`src/rtl/alu_mc.sv`:
```
// alu_mc: registered, multi-cycle ALU with valid/ready handshakes on both sides.
// Logic, add/sub, compares and shifts finish in one cycle. MULU, DIVU and REMU
// iterate one bit per cycle. DIVU/REMU by zero completes in a single cycle.
module alu_mc #(
  parameter int WIDTH = 32
) (
  input  logic             clk,
  input  logic             rst_n,
  input  logic             in_valid,
  output logic             in_ready,
  input  logic [3:0]       ALU_OP,
  input  logic [WIDTH-1:0] A,
  input  logic [WIDTH-1:0] B,
  output logic             out_valid,
  input  logic             out_ready,
  output logic [WIDTH-1:0] F,
  output logic             ZF,
  output logic             OF,
  output logic             SF,
  output logic             CF,
  output logic             PF,
  output logic             DZ
);

  localparam int SHW = $clog2(WIDTH);
  localparam int CW  = $clog2(WIDTH) + 1;
  localparam logic [CW-1:0] CNT_LOAD = CW'(WIDTH);
  localparam logic [CW-1:0] CNT_ONE  = CW'(1);

  typedef enum logic [1:0] {IDLE = 2'd0, CALC = 2'd1, DONE = 2'd2} state_t;

  state_t           state_r;
  logic [3:0]       op_r;
  logic [WIDTH-1:0] a_r;    // multiplicand (MULU) or dividend/quotient shifter (DIVU/REMU)
  logic [WIDTH-1:0] b_r;    // multiplier (MULU) or divisor (DIVU/REMU)
  logic [WIDTH:0]   acc_r;  // partial product (MULU) or partial remainder (DIVU/REMU)
  logic [CW-1:0]    cnt_r;
  logic [WIDTH-1:0] f_r;
  logic             zf_r, of_r, sf_r, cf_r, pf_r, dz_r, out_valid_r;

  logic [WIDTH-1:0] sc_res_s;
  logic             sc_cf_s, sc_of_s, sc_dz_s;
  logic [WIDTH:0]   sum_s;
  logic [SHW-1:0]   shamt_s;
  logic             long_op_s;
  logic [WIDTH:0]   acc_nxt_s;
  logic [WIDTH-1:0] a_nxt_s, b_nxt_s, it_res_s;
  logic [WIDTH:0]   rem_sh_s;

  // Even parity of a result word: 1 when the number of set bits is even.
  function automatic logic even_parity(input logic [WIDTH-1:0] v);
    return ~^v;
  endfunction

  assign in_ready  = (state_r == IDLE);
  assign out_valid = out_valid_r;
  assign F  = f_r;
  assign ZF = zf_r;
  assign OF = of_r;
  assign SF = sf_r;
  assign CF = cf_r;
  assign PF = pf_r;
  assign DZ = dz_r;
  assign shamt_s = A[SHW-1:0];

  // Single-cycle datapath plus the decision whether the incoming op must iterate.
  always_comb begin
    sc_res_s  = {WIDTH{1'b0}};
    sc_cf_s   = 1'b0;
    sc_of_s   = 1'b0;
    sc_dz_s   = 1'b0;
    sum_s     = {(WIDTH+1){1'b0}};
    long_op_s = 1'b0;
    case (ALU_OP)
      4'b0000: sc_res_s = A & B;
      4'b0001: sc_res_s = A | B;
      4'b0010: sc_res_s = A ^ B;
      4'b0011: sc_res_s = ~(A | B);
      4'b0100: begin
        sum_s    = {1'b0, A} + {1'b0, B};
        sc_res_s = sum_s[WIDTH-1:0];
        sc_cf_s  = sum_s[WIDTH];
        sc_of_s  = (A[WIDTH-1] == B[WIDTH-1]) && (sum_s[WIDTH-1] != A[WIDTH-1]);
      end
      4'b0101: begin
        sum_s    = {1'b0, A} + {1'b0, ~B} + {{WIDTH{1'b0}}, 1'b1};
        sc_res_s = sum_s[WIDTH-1:0];
        sc_cf_s  = ~sum_s[WIDTH];  // no carry out means a borrow occurred
        sc_of_s  = (A[WIDTH-1] == ~B[WIDTH-1]) && (sum_s[WIDTH-1] != A[WIDTH-1]);
      end
      4'b0110: sc_res_s = {{(WIDTH-1){1'b0}}, (A < B)};
      4'b0111: sc_res_s = B << shamt_s;
      4'b1000: sc_res_s = B >> shamt_s;
      4'b1001: sc_res_s = $signed(B) >>> shamt_s;
      4'b1010: sc_res_s = {{(WIDTH-1){1'b0}}, ($signed(A) < $signed(B))};
      4'b1011: long_op_s = 1'b1;
      4'b1100: begin
        if (B == {WIDTH{1'b0}}) begin
          sc_res_s = {WIDTH{1'b1}};
          sc_dz_s  = 1'b1;
        end else begin
          long_op_s = 1'b1;
        end
      end
      4'b1101: begin
        if (B == {WIDTH{1'b0}}) begin
          sc_res_s = A;
          sc_dz_s  = 1'b1;
        end else begin
          long_op_s = 1'b1;
        end
      end
      default: sc_res_s = {WIDTH{1'b0}};
    endcase
  end

  // One shift-add (MULU) or restoring shift-subtract (DIVU/REMU) step.
  always_comb begin
    rem_sh_s = {acc_r[WIDTH-1:0], a_r[WIDTH-1]};
    if (op_r == 4'b1011) begin
      acc_nxt_s = {1'b0, acc_r[WIDTH-1:0] + (b_r[0] ? a_r : {WIDTH{1'b0}})};
      a_nxt_s   = a_r << 1;
      b_nxt_s   = b_r >> 1;
    end else if (rem_sh_s >= {1'b0, b_r}) begin
      acc_nxt_s = rem_sh_s - {1'b0, b_r};
      a_nxt_s   = {a_r[WIDTH-2:0], 1'b1};
      b_nxt_s   = b_r;
    end else begin
      acc_nxt_s = rem_sh_s;
      a_nxt_s   = {a_r[WIDTH-2:0], 1'b0};
      b_nxt_s   = b_r;
    end
    if (op_r == 4'b1100) begin
      it_res_s = a_nxt_s;
    end else begin
      it_res_s = acc_nxt_s[WIDTH-1:0];
    end
  end

  // Control FSM with registered result, flags and out_valid.
  always_ff @(posedge clk or negedge rst_n) begin
    if (!rst_n) begin
      state_r     <= IDLE;
      op_r        <= 4'b0000;
      a_r         <= {WIDTH{1'b0}};
      b_r         <= {WIDTH{1'b0}};
      acc_r       <= {(WIDTH+1){1'b0}};
      cnt_r       <= {CW{1'b0}};
      f_r         <= {WIDTH{1'b0}};
      zf_r        <= 1'b0;
      of_r        <= 1'b0;
      sf_r        <= 1'b0;
      cf_r        <= 1'b0;
      pf_r        <= 1'b0;
      dz_r        <= 1'b0;
      out_valid_r <= 1'b0;
    end else begin
      case (state_r)
        IDLE: begin
          if (in_valid) begin
            op_r  <= ALU_OP;
            a_r   <= A;
            b_r   <= B;
            acc_r <= {(WIDTH+1){1'b0}};
            if (long_op_s) begin
              state_r <= CALC;
              cnt_r   <= CNT_LOAD;
            end else begin
              state_r     <= DONE;
              out_valid_r <= 1'b1;
              f_r         <= sc_res_s;
              zf_r        <= (sc_res_s == {WIDTH{1'b0}});
              sf_r        <= sc_res_s[WIDTH-1];
              pf_r        <= even_parity(sc_res_s);
              cf_r        <= sc_cf_s;
              of_r        <= sc_of_s;
              dz_r        <= sc_dz_s;
            end
          end else begin
            state_r <= IDLE;
          end
        end
        CALC: begin
          acc_r <= acc_nxt_s;
          a_r   <= a_nxt_s;
          b_r   <= b_nxt_s;
          cnt_r <= cnt_r - CNT_ONE;
          if (cnt_r == CNT_ONE) begin
            state_r     <= DONE;
            out_valid_r <= 1'b1;
            f_r         <= it_res_s;
            zf_r        <= (it_res_s == {WIDTH{1'b0}});
            sf_r        <= it_res_s[WIDTH-1];
            pf_r        <= even_parity(it_res_s);
            cf_r        <= 1'b0;
            of_r        <= 1'b0;
            dz_r        <= 1'b0;
          end else begin
            state_r <= CALC;
          end
        end
        DONE: begin
          if (out_ready) begin
            state_r     <= IDLE;
            out_valid_r <= 1'b0;
          end else begin
            state_r <= DONE;
          end
        end
        default: begin
          state_r     <= IDLE;
          out_valid_r <= 1'b0;
        end
      endcase
    end
  end

endmodule

```
`config.mk`:
```
export PLATFORM = sky130hd
export DESIGN_NAME = alu_mc
export DESIGN_NICKNAME = d
export VERILOG_FILES = /design/src/rtl/alu_mc.sv
export SDC_FILE = /design/constraint.sdc
export NUM_CORES = 1
export LEC_CHECK = 0
export CORE_MARGIN = 5
export CORE_UTILIZATION = 45
export CTS_BUF_LIST = sky130_fd_sc_hd__clkbuf_16
export DETAILED_ROUTE_END_ITERATION = 16
export GPL_ROUTABILITY_DRIVEN = 0
export PLACE_DENSITY_LB_ADDON = 0.05
export SYNTH_ARGS = -nofsm -noshare
export SYNTH_HDL_FRONTEND = slang
export SYNTH_SLANG_ARGS = --single-unit
```
`constraint.sdc`:
```
create_clock -name clk -period 4.6 [get_ports clk]
set_input_delay 1.15 -clock clk [delete_from_list [all_inputs] [get_ports clk]]
set_output_delay 1.15 -clock clk [all_outputs]
set_load 0.03 [all_outputs]
```
# Word level (Yosys, flattened, before mapping)
# Cells that the tools add are included.
# Widths: inputs -> output; s select.
word_totals:
  ff_bits: 147
  latch_bits: 0
  ramBits: 0
  mem_bits_ro: 0
  elab_cells: 139
  mem_count: 0
op_classes:
  add_sub_neg: 6
  n_mul: 0
  div_mod_pow: 0
  order_cmp: 3
  n_eq_ne: 28
  n_shift: 3
  muxes: 61
  bitwise_logic: 7
  reduce_logical: 17
op_table:
  columns: ["op", "n"]
  rows:
  - ["$mux 32", 13]
  - ["$pmux 32 s13", 1]
  - ["$pmux 32 s2", 4]
  - ["$logic_not 32->1", 3]
  - ["$add 32x32->33", 2]
  - ["$lt 32x32->1", 2]
  - ["$not 32->32", 2]
  - ["$reduce_xnor 32->1", 2]
  - ["$add 33x1->33 const B", 1]
  - ["$ge 33x32->1", 1]
  - ["$add 32x32->32", 1]
  - ["$and 32x32->32", 1]
  - ["$eq 4x4->1 const B", 8]
  - ["$or 32x32->32", 1]
  - ["$shl 32x5->32", 1]
  - ["$shr 32x5->32", 1]
  - ["$sshr 32x5->32", 1]
  - ["$sub 32x32->32", 1]
  - ["$xor 32x32->32", 1]
  - ["$mux 1", 25]
  - ["$pmux 1 s2", 9]
  - ["$eq 4x3->1 const B", 4]
  - ["$mux 6", 2]
  - ["$pmux 6 s2", 1]
  - ["other kinds (22)", 37]

# Longest topological paths before layout
# Gate-level depths: netlist of run 1.
logic_depth:
  word_depth: 9
  depth_mapped: 24
  depth_no_buf: 20

# Worst setup path after synthesis of run 1
# No wires, ideal clock.
synth_path:
  kind: "input -> register"
  from: "input A[0]"
  to: "register pf_r, in the netlist PF"
  setup_time_ns: 0.144
  t_arrival_ns: 5.371
  t_required_ns: 4.456
  path_slack_ns: -0.914
  stages: 23
  cell_sequence: "buf_4 -> buf_6 -> buf_4 -> buf_2 -> inv_1 -> ha_1 -> inv_1 -> fa_1 -> nor2b_1 -> o211ai_1 -> a21oi_1 -> nor3_1 -> o31a_1 -> nor2_1 -> a2111oi_0 -> o21ai_0 -> nand2_1 -> ha_1 -> xnor2_1 -> xnor2_1 -> xnor2_1 -> xnor2_1 -> o221ai_1"
synth_between:
  elab_chain_len: 7
  word_cells_on_any_way: 18
synth_rtl:
  columns: ["item", "line_no", "source"]
  rows:
  - ["from (decl)", "12", "input logic [WIDTH-1:0] A,"]
  - ["$add 32x32->33 / $or 32x32->32 (equally long branches)", "86, 76, 78", null]
  - ["$add 33x1->33 / $not 32->32 (equally long branches)", "86, 78", null]
  - ["$pmux 32 s13 (*)", "74", "case (ALU_OP)"]
  - ["$reduce_xnor 32->1 (*)", "52", "return ~^v;"]
  - ["$mux 1 (*)", "165", "if (long_op_s) begin"]
  - ["$mux 1 (*)", "160", "if (in_valid) begin"]
  - ["$pmux 1 s2 (*)", "158", "case (state_r)"]
  - ["to (signal assigned)", "174", "pf_r <= even_parity(sc_res_s);"]
  - ["to (signal assigned)", "194", "pf_r <= even_parity(it_res_s);"]
  - ["to (decl)", "39", "logic zf_r, of_r, sf_r, cf_r, pf_r, dz_r, out_valid_r;"]
# Mark *: on every way between the ends. The rest lies on a longest branch, timed or not. The select of a mux whose other input is x is not followed.
# A chain may end at the register's enable or synchronous reset.

# Final worst setup path of run 1
layout_path:
  from: "register b_r[8]"
  to: "register pf_r, in the netlist PF"
layout_between:
  elab_chain_len: 7
  word_cells_on_any_way: 10
layout_rtl:
  columns: ["item", "line_no", "source"]
  rows:
  - ["from (decl)", "35", "logic [WIDTH-1:0] b_r;"]
  - ["from (signal assigned)", "146", "b_r <= {WIDTH{1'b0}};"]
  - ["from (signal assigned)", "186", "b_r <= b_nxt_s;"]
  - ["$sub 32x32->32 / $ge 33x32->1 (equally long branches)", "125, 124", null]
  - ["$mux 32 / $mux 1 (equally long branches)", "124", "end else if (rem_sh_s >= {1'b0, b_r}) begin"]
  - ["$mux 32 / $mux 1 (equally long branches)", "120", "if (op_r == 4'b1011) begin"]
  - ["$mux 32 (*)", "133", "if (op_r == 4'b1100) begin"]
  - ["$reduce_xnor 32->1 (*)", "52", null]
  - ["$mux 1 (*)", "188", "if (cnt_r == CNT_ONE) begin"]
  - ["$pmux 1 s2 (*)", "158", null]
# Marks and branches as above.

==> impl_metrics.toml, run 1 <==
[layout]
fin_util_pct = 67.0
area_growth_pct = 47.5
drive_gt1_share_pct = 34.5
nNetsFinal = 3928
n_fill_cell = 3983
antenna_cells = 0
stdcell_count = 4274

[timing]
setup_slack_ns = -0.143
worst_pin_slew_ns = 1.33
fin_crit_ns = 4.74
finalHoldViolations = 0
final-setup-viol-count = 3
skew_ns = 0.0178
final_max_slew_viol_count = 0
rsz0062_at_grt = "true"
maxSlewHeadroom_pct = 10.1
min_period_over_period_pct = 103
fmax_ghz = 0.211

[outcome]
status = "complete, but fails checks"
violations = "negative setup slack"

[synth]
synth_edf_count = 0
synth_cell_types = 89
async_reset_ff_share_pct = 100
synth.yosys.seq_area_share_pct = 17.3
ys_warn_count = 0
synth_ff_type = "dfrtp_1"
yosys.area.top_type_share_pct = 17.3
synthesis.nets = 3090
mappedNetlistArea_sq_um = 21100
synthTopCellsByArea = "dfrtp_1, ha_1, nor2_1, a21oi_1, mux4_2"
synth-seq-cells = 146
synth_cells = 2817
synth_top_area_cell = "dfrtp_1"
avgSynthCellArea_sq_um = 7.51

[job]
maxCapViolations = 0

[die]
die_area_sq_um = 51400
rows = 79
core_sq_um = 46600
die_h_um = 227
io_pins = 112
die_width_um = 227
floorplan.initialDensity_pct = 45.4

[worst_setup_path]
critPathRequiredTime_ns = 4.90
rr_worst_depth = 20
crit_path_max_fanout = 16
worst_ep_arrival_time_ns = 5.04
r2r_start = "b_r[8]$_DFFE_PN0P_"
cp-end-kind = "flip-flop"
rrSetupSlack_ns = -0.14
critPathLaunchType = "flip-flop"
crit_type = "flip-flop to flip-flop"
r2r-end = "PF$_DFFE_PN0P_"

[power]
finalPower_mw = 16.5
power.density_nw_per_um2 = 528
leakage_nw = 14.4
ir_drop_mv = 0.521

[place]
dp.cells = 4172
dp.final_hpwl_um = 79000
port_buffers = 111

[drt]
drt_iter0_markers = 3386
ant_nets = 0
wl_per_cell_um = 23.6
route.detailed.drc = 0
vias = 26703
via_per_inst = 6.25
firstDrtPassIters = 6
totalWireLength_um = 101000

[cts]
cts_max_level = 4
cts-root-buf = "clkbuf_16"
clk_path_buf_depth = 2
cts_tree = "done"
cts_buffers = 17
cts_num_sinks = 146
clock_latency_ns = 0.45
clk_pin_slew_ns = 0.07

[global_route]
grt_max_degree = 103
overflow = 0
grt_antenna_before_repair = 1
track_usage_pct = 37.3
grt_pass1_wl_um = 150000
grt_pass1_vias = 25891

[hold_path]
whs_path_depth = 2
hold_path_end = "out_valid$_DFFE_PN0P_"
hp-start = "out_valid$_DFFE_PN0P_"
min_path_type = "flip-flop to flip-flop"
## logic make-up (layout without fill, tap and decap cells)
logic type / Yosys count / after routing / synth area share, %
compound gates: 932 / 932 / 29.3
buf+inv: 346 / 1196 / 6.48
xor+xnor: 132 / 132 / 5.47
fa+ha+maj: 201 / 201 / 12.0
simple gates: 919 / 919 / 19.7
flops: 146 / 146 / 17.3
mux: 141 / 141 / 9.79
## cell type report
class / instances / area (sq um) / share of cell area (%)
Tap cell: 607 / 759 / 2.43
Sequential cell: 146 / 3650 / 11.7
Multi-Input combinational cell: 2325 / 17400 / 55.8
Inverter: 150 / 583 / 1.87
Timing Repair Buffer: 1015 / 8200 / 26.3
Clock inverter: 14 / 168 / 0.537
Clock buffer: 17 / 425 / 1.36
## routing by layer
metal	GRT usage [%]	vias up	wire (um)
li1	-	12042	-
met1	49.1	12681	40000
met2	58.6	1583	44400
met3	5.80	395	9080
met4	21.2	2	7350
met5	0	-	16
## state kept, by name, indices dropped and copies added (netlist names), 2 cells and up
register and count:
F 32, b_r 32, state_r 2, a_r 32
op_r 4, acc_r 32, cnt_r 6
## how the worst max path moves through the flow
stage / from / endpoint / cells past startpoint / slack, ns
6_report: b_r[8]$_DFFE_PN0P_ / PF$_DFFE_PN0P_ / 20 / -0.14
5_1_grt: b_r[0]$_DFFE_PN0P_ / PF$_DFFE_PN0P_ / 21 / -0.26
4_1_cts: B[0] / PF$_DFFE_PN0P_ / 21 / -0.16
3_5_place_dp: B[2] / PF$_DFFE_PN0P_ / 19 / -1.30
3_3_place_gp: B[2] / PF$_DFFE_PN0P_ / 19 / -1.33
2_1_floorplan: A[0] / PF$_DFFE_PN0P_ / 20 / -0.33
## placed cells by master, fill, tap and decap left out, types with 34 or more instances in the layout
| cell type | n |
|---|---|
| buf_4 | 866 |
| nor2_1 | 312 |
| nand2_1 | 265 |
| a21oi_1 | 217 |
| ha_1 | 160 |
| o21ai_0 | 154 |
| dfrtp_1 | 145 |
| inv_1 | 117 |
| xnor2_1 | 92 |
| nand3_1 | 80 |
| mux2i_1 | 73 |
| clkdlybuf4s50_1 | 58 |
| a211oi_1 | 53 |
| nor3_1 | 53 |
| a31oi_1 | 52 |
| mux4_2 | 51 |
| o211ai_1 | 46 |
| a21o_1 | 43 |
| and2_1 | 41 |
| a22oi_1 | 34 |
## metrics by stage
stage	hold slack [ns]	worst slack (ns)	setup TNS, ns	cell area (sq um)
finish	0.486	-0.143	-0.200	31200
global route	0.499	-0.260	-0.545	31200
CTS	0.489	-0.164	-0.165	30200
detailed placement	0.473	-1.30	-7.51	28800
global placement	0.463	-1.33	-6.00	28800
floorplan	0.472	-0.326	-0.326	21400
## where the power goes
group / switching, mW / internal, mW
Combinational: 6.69 / 5.92
Sequential: 0.552 / 1.89
Clock: 0.619 / 0.815
Total: 7.86 / 8.62
## synthesized netlist by cell type, types with 30 or more instances
master / count
nand3_1: 82
xor2_1: 30
nand2_1: 269
o21ai_0: 182
clkbuf_1: 138
a211oi_1: 66
a21oi_1: 237
nor2_1: 319
a21o_1: 43
inv_1: 146
a31oi_1: 58
mux4_2: 51
nor3_1: 57
o211ai_1: 46
xnor2_1: 102
o221ai_1: 34
ha_1: 197
and2_1: 42
a22oi_1: 34
dfrtp_1: 146
mux2i_1: 74
## what timing repair did
action / CTS / global route
setup buffers: 38 / 29
setup endpoints to repair: 5 / 4
resized for setup: 190 / 180
gates cloned: 0 / 4
pin swaps: 67 / 96
hold buffers: 0 / 0
## critical path, stage by stage, from the launching register on
cell and delay (ns):
dfrtp_1 0.39, inv_1 0.22, ha_4 0.26, a211oi_1 0.39, o21ai_1 0.21, nand3_2 0.17, a311oi_4 0.15, o311ai_4 0.45
and2_4 0.24, buf_12 0.15, nand2_1 0.06, o211ai_1 0.09, o21ai_0 0.21, o21a_1 0.23, ha_1 0.30, xnor2_1 0.22
xnor2_1 0.13, buf_4 0.16, xnor2_1 0.20, xnor2_1 0.19, o221ai_1 0.14
Power figures use the tool's default switching activity.
==> inputs of run 2 (changes only) <==
--- a/config.mk
+++ b/config.mk
@@ -5,6 +5,8 @@
 export SDC_FILE = /design/constraint.sdc
 export NUM_CORES = 1
 export LEC_CHECK = 0
+export ABC_CLOCK_PERIOD_IN_PS = 4600
+export CORE_ASPECT_RATIO = 1.4
 export CORE_MARGIN = 5
 export CORE_UTILIZATION = 45
 export CTS_BUF_LIST = sky130_fd_sc_hd__clkbuf_16
==> impl_metrics.toml, run 2 (synthesis results as in run 1) <==
[outcome]
status = "complete, but fails checks"
violations = "negative setup slack"

[global_route]
grt_pass1_wl_um = 150000
track_usage_pct = 36.9
overflow = 0
grt_pass1_vias = 25865
grt_max_degree = 86
grt_antenna_before_repair = 0

[timing]
fin_tns_setup_ns = -0.317
fmax_ghz = 0.209
final-setup-viol-count = 3
fin_crit_ns = 4.78
rsz0062_at_grt = "true"
final_max_slew_viol_count = 0
setup_slack_ns = -0.176
hold_ws_ns = 0.488
maxSlewHeadroom_pct = 18.4
worst_pin_slew_ns = 1.22
min_period_over_period_pct = 104
finalHoldViolations = 0
skew_ns = 0.0165

[place]
port_buffers = 111
dp.final_hpwl_um = 79600
place_ws_ns = -1.24

[worst_setup_path]
crit_path_max_fanout = 5
worst_ep_arrival_time_ns = 5.06
crit_buf_inv = 2
crit_path_frequent_cell = "xnor2_1"
cp.depth = 18
path_cells = "clkbuf_2 -> inv_4 -> ha_4 -> or3_4 -> or4_4 -> a21oi_4 -> nor3_4 -> o31ai_4 -> a41oi_2 -> o31a_1 -> a221o_1 -> a21oi_2 -> ha_4 -> xnor2_2 -> xnor2_1 -> xnor2_1 -> xnor2_1 -> o221ai_1"
critPathRequiredTime_ns = 4.89
rr_worst_depth = 19
slowest_delay_ns = 0.54
path_delay_family = "compound AO/OA/AOI/OAI gates"
crit_type = "primary input to flip-flop"
cp-end-kind = "flip-flop"
crit_slowest_cell = "or4_4"
critPathLaunchType = "primary input"

[cts]
clock_latency_ns = 0.45
cts_num_sinks = 146
clk_path_buf_depth = 2
clk_pin_slew_ns = 0.07
cts_buffers = 17
cts-root-buf = "clkbuf_16"
cts_tree = "done"
postCtsHoldBufs = 0
cts_max_level = 4

[power]
ir_drop_mv = 0.472
power.density_nw_per_um2 = 529
finalPower_mw = 16.6
leakage_nw = 14.5

[layout]
n_fill_cell = 4084
final_common_cell = "buf_4"
antenna_cells = 0
final_cell_mix = "buf_4, nor2_1, nand2_1"
area_growth_pct = 48.4
nNetsFinal = 3915
drive_gt1_share_pct = 34.8

[drt]
vias = 26520
drt_iter0_markers = 2543
route.detailed.drc = 0
via_per_inst = 6.20
ant_nets = 0
wl_per_cell_um = 23.8
firstDrtPassIters = 7
totalWireLength_um = 102000

[die]
rows = 94
core_sq_um = 46800
die_width_um = 193
io_pins = 112
die_h_um = 267
die_area_sq_um = 51500
floorplan.initialDensity_pct = 45.2

[job]
maxCapViolations = 0

[hold_path]
whs_path_depth = 2
min_path_type = "flip-flop to flip-flop"
run 2: metal layers:
layer | wire length (um) | global-route usage (%)
met5 | 0 | 0
met3 | 7070 | 5.06
met1 | 37200 | 42.7
met4 | 9790 | 27.1
met2 | 47600 | 62.4
run 2: report_power, final:
group	leakage (nW)	internal [mW]	switching, mW	total [mW]
clock	0.295	0.827	0.656	1.48
sequential	1.80	1.89	0.569	2.46
combinational	12.4	5.96	6.71	12.7
run 2: layout make-up:
type,instances,area [sq um],share of cell area (%)
clock buffer,17,425,1.36
clock inverter,15,184,0.586
inverter,150,586,1.87
multi-input combinational,2325,17700,56.2
sequential,146,3650,11.6
tap,624,781,2.49
timing repair buffer,1002,8110,25.8
run 2: worst paths after layout:
check	end	slack, ns	start
max in group asynchronous	acc_r[0]$_DFFE_PN0P_	2.94	rst_n
min in group asynchronous	cnt_r[4]$_DFFE_PN0P_	0.74	rst_n
worst max-delay path	PF$_DFFE_PN0P_	-0.18	B[9]
worst max register to register	PF$_DFFE_PN0P_	-0.12	acc_r[0]$_DFFE_PN0P_
worst min-delay path	out_valid$_DFFE_PN0P_	0.49	out_valid$_DFFE_PN0P_
worst min register to register	out_valid$_DFFE_PN0P_	0.49	out_valid$_DFFE_PN0P_
run 2: stage by stage:
step / instance area (sq um) / utilization [%] / std cells
global route: 31400 / 67.1 / 4279
global placement: 28600 / 61.2 / 4171
detailed placement: 28600 / 61.2 / 4171
CTS: 30100 / 64.3 / 4230
floorplan: 21400 / - / 2817
finish: 31400 / 67.1 / 4279
run 2: repair_timing:
item / 4_1_cts / 5_1_grt
hold endpoints to repair: 0 / 0
pin swaps: 80 / 115
setup buffers: 28 / 48
cloned: 0 / 2
setup endpoints to repair: 4 / 4
gates resized for setup: 150 / 241
run 2: tightest hold or removal path, stage by stage, from the launching register on:
cell     delay, ns
dfrtp_1       0.35
nand2_1       0.05
nand2_1       0.06
